`src/rtl/bitmap_arb_pkg.sv`:
```
// bitmap_read_arbiter shared types: cpu handshake states and grant select.
// Optional build macro BITMAP_ARB_STATS_EN is handled in the top.
package bitmap_arb_pkg;

  typedef enum logic [1:0] {
    C_IDLE  = 2'd0,
    C_PEND  = 2'd1,
    C_ACKED = 2'd2
  } cpu_state_t;

  typedef enum logic [1:0] {
    G_NONE = 2'd0,
    G_DISP = 2'd1,
    G_CPU  = 2'd2
  } grant_t;

endpackage

```
`src/rtl/bitmap_arb_wait_counter.sv`:
```
// Saturating wait counter for a pending cpu request.
// at_limit opens the slot-stealing window.
module bitmap_arb_wait_counter #(
  parameter int unsigned LIMIT = 16
) (
  input  logic clk,
  input  logic reset,
  input  logic inc,
  input  logic clr,
  output logic at_limit
);

  localparam logic [7:0] LIM = 8'(LIMIT);

  logic [7:0] cnt_q, cnt_d;

  assign at_limit = (cnt_q == LIM);

  always_comb begin
    cnt_d = cnt_q;
    if (clr)
      cnt_d = '0;
    else if (inc && !at_limit)
      cnt_d = cnt_q + 8'd1;
  end

  always_ff @(posedge clk) begin
    if (reset)
      cnt_q <= '0;
    else
      cnt_q <= cnt_d;
  end

endmodule

```
`src/rtl/bitmap_read_arbiter.sv`:
```
// Shares the bitmap read port: display has priority, cpu steals bounded slots.
// Define BITMAP_ARB_STATS_EN to add the stat_steal_cnt output.
module bitmap_read_arbiter
  import bitmap_arb_pkg::*;
#(
  parameter  int Nloc         = 1024,
  parameter  int Dbits        = 12,
  parameter  int STARVE_LIMIT = 16,
  localparam int AW           = $clog2(Nloc)
) (
  input  logic             clk,
  input  logic             reset,
  input  logic             disp_req,
  input  logic [AW-1:0]    disp_addr,
  output logic [Dbits-1:0] disp_color,
  output logic             disp_color_valid,
  output logic             disp_stolen,
  input  logic             cpu_req,
  input  logic [AW-1:0]    cpu_addr,
  output logic             cpu_ack,
  output logic [Dbits-1:0] cpu_rdata,
  output logic [AW-1:0]    bmem_addr,
  input  logic [Dbits-1:0] bmem_data
`ifdef BITMAP_ARB_STATS_EN
  ,
  output logic [15:0]      stat_steal_cnt
`endif
);

  cpu_state_t state_q, state_d;
  grant_t     grant;

  logic             at_limit;
  logic             steal;
  logic [AW-1:0]    addr_q;
  logic [Dbits-1:0] color_q;
  logic             valid_q;
  logic             stolen_q;
  logic             ack_q;
  logic [Dbits-1:0] rdata_q;

  bitmap_arb_wait_counter #(
    .LIMIT (STARVE_LIMIT)
  ) u_wait (
    .clk      (clk),
    .reset    (reset),
    .inc      ((state_q == C_PEND) && (grant != G_CPU)),
    .clr      (grant == G_CPU),
    .at_limit (at_limit)
  );

  always_comb begin
    grant = G_NONE;
    if (state_q == C_PEND && (!disp_req || at_limit))
      grant = G_CPU;
    else if (disp_req)
      grant = G_DISP;
  end

  always_comb begin
    unique case (grant)
      G_CPU:   bmem_addr = cpu_addr;
      G_DISP:  bmem_addr = disp_addr;
      default: bmem_addr = addr_q;
    endcase
  end

  assign steal = (grant == G_CPU) && disp_req;

  always_comb begin
    state_d = state_q;
    unique case (state_q)
      C_IDLE:  if (cpu_req) state_d = C_PEND;
      C_PEND:  if (grant == G_CPU) state_d = C_ACKED;
      C_ACKED: if (!cpu_req) state_d = C_IDLE;
      default: state_d = C_IDLE;
    endcase
  end

  // color_q doubles as last_color: it only ever loads a fresh display pixel.
  always_ff @(posedge clk) begin
    if (reset) begin
      state_q  <= C_IDLE;
      addr_q   <= '0;
      color_q  <= '0;
      valid_q  <= 1'b0;
      stolen_q <= 1'b0;
      ack_q    <= 1'b0;
      rdata_q  <= '0;
    end else begin
      state_q  <= state_d;
      addr_q   <= bmem_addr;
      valid_q  <= (grant == G_DISP) || steal;
      stolen_q <= steal;
      ack_q    <= (grant == G_CPU);
      if (grant == G_DISP)
        color_q <= bmem_data;
      if (grant == G_CPU)
        rdata_q <= bmem_data;
    end
  end

  assign disp_color       = color_q;
  assign disp_color_valid = valid_q;
  assign disp_stolen      = stolen_q;
  assign cpu_ack          = ack_q;
  assign cpu_rdata        = rdata_q;

`ifdef BITMAP_ARB_STATS_EN
  logic [15:0] steal_cnt_q;

  always_ff @(posedge clk) begin
    if (reset)
      steal_cnt_q <= '0;
    else if (steal && steal_cnt_q != 16'hFFFF)
      steal_cnt_q <= steal_cnt_q + 16'd1;
  end

  assign stat_steal_cnt = steal_cnt_q;
`endif

endmodule

```
`config.mk`:
```
export PLATFORM = sky130hd
export DESIGN_NAME = bitmap_read_arbiter
export DESIGN_NICKNAME = d
export VERILOG_FILES = /design/src/rtl/bitmap_arb_pkg.sv /design/src/rtl/bitmap_arb_wait_counter.sv /design/src/rtl/bitmap_read_arbiter.sv
export SDC_FILE = /design/constraint.sdc
export NUM_CORES = 1
export LEC_CHECK = 0
export BUFFER_PORTS_ARGS = -buffer_cell sky130_fd_sc_hd__buf_2
export CAP_MARGIN = 20
export CORE_AREA = 4 4 70 72
export DETAILED_ROUTE_END_ITERATION = 8
export DIE_AREA = 0 0 74 76
export PLACE_DENSITY = 0.81
export SYNTH_ARGS = -nofsm -noshare
export SYNTH_HDL_FRONTEND = slang
export SYNTH_SLANG_ARGS = --single-unit
```
`constraint.sdc`:
```
create_clock -name clk -period 3.2 [get_ports clk]
set_input_delay 0.16 -clock clk [delete_from_list [all_inputs] [get_ports clk]]
set_output_delay 0.16 -clock clk [all_outputs]
set_load 0.005 [all_outputs]
```
==> impl_summary.txt <==
----------------------------------------------------
[Run status]
  Outcome ... finished clean

[Yosys]
  Area share of the largest cell type after synthesis ... 42.5%
  Most used flip-flop cell after synthesis ... dfxtp_1
  Synthesized instance count ... around 230
  Count of flip-flops with a built-in enable after synthesis ... 0
  Mapped Nets ... 266
  Synth area leader ... dfxtp_1
  Register bit count reported by yosys ... between 40 and 50
  Avg Inst Size Synth ... 9.70 um2
  Ranking of synthesized cells by area ... dfxtp_1, a32oi_2, mux2i_1
  Fraction of registers with async set or reset after synthesis ... 0%
  Yosys cell types ... 38
  Warning count from the yosys run ... 0
  Post-synthesis cell area ... 0.00221 mm2
  Portion of the post-synthesis area used by sequential elements ... between 40% and 50%

[Pwr]
  Sequential power share ... 50.3%
  Leakage power figure ... 1.21 nW
  Share of total power in combinational logic ... 14.7%
  Internal power component ... roughly 0.94 mW
  Pwr per Cell Area ... approximately 470 mW/mm2
  Largest vdd supply drop ... 0.255 mV
  Switching power ... 0.308 mW
  Switching Share ... about a quarter
  Clock Power Share ... 35.0%

[Final layout]
  Area used by multi-input combinational logic ... 0.00117 mm2
  Diode insertion count for antenna repair ... 0
  Area occupied by registers ... about 940 um2
  Synth-to-Final Area Change ... 21.1%
  Commonest non-fill, non-tap cell in the layout ... buf_2
  Commonest non-fill, non-tap cells in the layout ... buf_2, dfxtp_1, nor2_1
  Fraction of final layout cells sized beyond drive strength 1 ... between 30% and 40%
  Count of placed standard cells in the final layout, fillers left out ... 343
  Fillers ... roughly 380
  Total number of nets in the final design ... approximately 330

[CTS]
  CTS clk-pin slew, worst paths ... 0.09 ns
  Post-CTS Repair Setup Buffers ... 0
  Clock sinks ... 47
  Skew-Pair Late Insertion Delay ... ~0.3 ns
  Maximum number of buffers from clock root to sink ... 2
  Total CTS buffers ... 5
  Number of levels in the clock H-tree ... 2
  CTS tree ... built
  Post-CTS sizing ... 0
  Quantity of hold-fixing buffers added after cts ... 0
  CTS root buf ... clkbuf_8

[Die]
  Die height ... approximately 76 um
  Number of core rows ... 24
  Starting utilization of the core area ... 51.5%
  Core area ... ~0.0043 mm2
  I/O pin count ... 73
  Area enclosed by the die boundary ... 0.00562 mm2
  Die Span X ... 74 um

[Critical path]
  Largest driver fanout on the critical path ... 10
  Reg2reg setup slack ... 1.18 ns
  Class of the most critical setup path ... flop to primary output
  Type of origin of the critical path ... flop
  Origin of the critical flop-to-flop path ... state_q[1]$_SDFFE_PP0P_
  Capture point of the worst reg-to-reg path ... disp_color[10]$_SDFFE_PP0N_
  R2R cell count ... 4
  Crit end category ... primary output
  Data required time at the worst endpoint ... 3.04 ns
  Arrival @ worst endpoint ... 2.18 ns

[Timing]
  Setup TNS ... 0 ns
  Max frequency ... 428 MHz
  Worst-case headroom to the max-slew limit ... 44.2%
  Worst slew pin tran ... roughly 0.84 ns
  Unrepaired setup endpoints after global routing ... false
  Final period util ... between 70% and 80%
  Final number of max-transition violations ... 0
  Maximum clock skew at final layout ... 0.00852 ns
  Final critical delay including setup and external delays ... 2.34 ns
  Final setup fails ... 0
  Final hold vios ... 0

[Flow run]
  # Max-Cap Violations ... 0

[Detailed routing]
  Total vias in the final route ... 1824
  Routed len/inst ... 13.5 um
  First-iteration detailed-routing DRC count ... 81
  Avg Vias per Cell ... 5.32
  Detailed Route WL ... roughly 4600 um
  Detail Route Antenna Nets ... 0
  Post-route DRC violation count ... 0
  Number of detailed-route iterations in the first pass ... 4

[Global routing]
  Number of global-route vias before repair ... 1761
  GRT Total Usage ... 17.1%
  Sum of overflow across all layers after global routing ... 0
  Maximum number of pins on one net before global-route repair ... 59
  First-pass GRT wire length ... just under 8000 um
  Initial antenna violation count ... 0

[Min path]
  Hold crit path type ... input pin to flop
  Hold Path Cell Cnt ... 3
  Worst hold endpoint ... disp_color[4]$_SDFFE_PP0N_
  Worst hold path startpoint ... bmem_data[4]

[Place]
  Cell total after placement ... 335
  Buffers added on ports ... 72
  RePlAce Congestion ... 0.767
  Post-DP HPWL ... 3210 um

----------------------------------------------------
==> synthesized netlist by cell type, types with 2 or more instances <==
cell	number
dfxtp_1	47
nor2_1	25
nand2_1	13
nand2b_1	13
mux2i_1	12
nand4b_1	12
o21ai_1	12
clkbuf_1	11
and2b_1	10
o21bai_1	10
a32oi_2	9
nor3_1	9
buf_2	4
inv_1	4
xnor2_1	4
nand3_1	3
nor2b_1	3
a21oi_1	2
and3_1	2
buf_4	2
ha_1	2
nand3b_1	2
xor2_1	2
==> flip-flops by register name (all words and copies together), names as in the netlist <==
register and cells:
addr_q 10, cpu_ack 1, cpu_rdata 12, disp_color 12
disp_color_valid 1, disp_stolen 1, state_q 2, u_wait.cnt_q 8
==> power groups by stage <==
stage | Clock (mW) | Sequential [mW] | Combinational (mW)
floorplan | 0 | 0.640 | 0.117
global placement | 0 | 0.640 | 0.182
detailed placement | 0 | 0.641 | 0.185
CTS | 0.451 | 0.627 | 0.186
global route | 0.476 | 0.630 | 0.205
finish | 0.436 | 0.627 | 0.184
==> worst max-delay path by stage <==
| stage | from | to | slack (ns) | cells after the start |
|---|---|---|---|---|
| final | u_wait.cnt_q[0]$_SDFFE_PP0P_ | bmem_addr[7] | 0.86 | 6 |
| after global routing | u_wait.cnt_q[0]$_SDFFE_PP0P_ | bmem_addr[7] | 0.72 | 6 |
| after CTS | u_wait.cnt_q[0]$_SDFFE_PP0P_ | bmem_addr[7] | 0.83 | 6 |
| after detailed placement | u_wait.cnt_q[0]$_SDFFE_PP0P_ | bmem_addr[2] | 1.17 | 6 |
| after global placement | u_wait.cnt_q[0]$_SDFFE_PP0P_ | bmem_addr[2] | 1.20 | 6 |
| after floorplan | u_wait.cnt_q[0]$_SDFFE_PP0P_ | cpu_rdata[5]$_SDFFE_PP0N_ | 1.53 | 8 |
==> worst max-delay path, stage by stage (launching register included) <==
cell,delay [ns]
dfxtp_1,0.35
inv_1,0.07
ha_1,0.18
nand4bb_4,0.16
or3_1,0.66
a32oi_2,0.30
buf_2,0.15
==> cell families (layout without fill, tap and decap cells) <==
logic type	Yosys count	in the layout	share of synthesized area, %
compound gates	39	39	17.1
xor+xnor	6	6	2.38
mux	13	13	5.94
buf+inv	23	86	4.81
simple gates	98	98	26.1
flops	47	47	42.5
fa+ha+maj	2	2	1.13
==> routing by layer <==
metal | track usage, % | up-vias | routed length [um]
li1 | - | 915 | -
met1 | 20.4 | 848 | 2020
met2 | 28.6 | 55 | 2160
met3 | 5.15 | 6 | 385
met4 | 5.62 | 0 | 74
met5 | 0 | - | 0
==> stage by stage <==
| step | area (um2) | setup WS [ns] | utilization, % | hold slack, ns | power [mW] |
|---|---|---|---|---|---|
| floorplan | 2210 | 1.53 | - | 0.239 | 0.757 |
| global placement | 2560 | 1.20 | 59.7 | 0.407 | 0.822 |
| detailed placement | 2560 | 1.17 | 59.7 | 0.418 | 0.826 |
| CTS | 2680 | 0.834 | 62.4 | 0.0928 | 1.26 |
| global route | 2680 | 0.721 | 62.4 | 0.115 | 1.31 |
| finish | 2680 | 0.862 | 62.4 | 0.102 | 1.25 |
==> cell type report <==
| cell class | instances | area share (%) |
|---|---|---|
| clock buffer | 5 | 2.57 |
| inverter | 4 | 0.560 |
| clock inverter | 3 | 1.73 |
| timing repair buffer | 74 | 14.0 |
| sequential | 47 | 35.1 |
| tap | 52 | 2.43 |
| multi-input combinational | 158 | 43.6 |
Power figures use the tool's default switching activity.
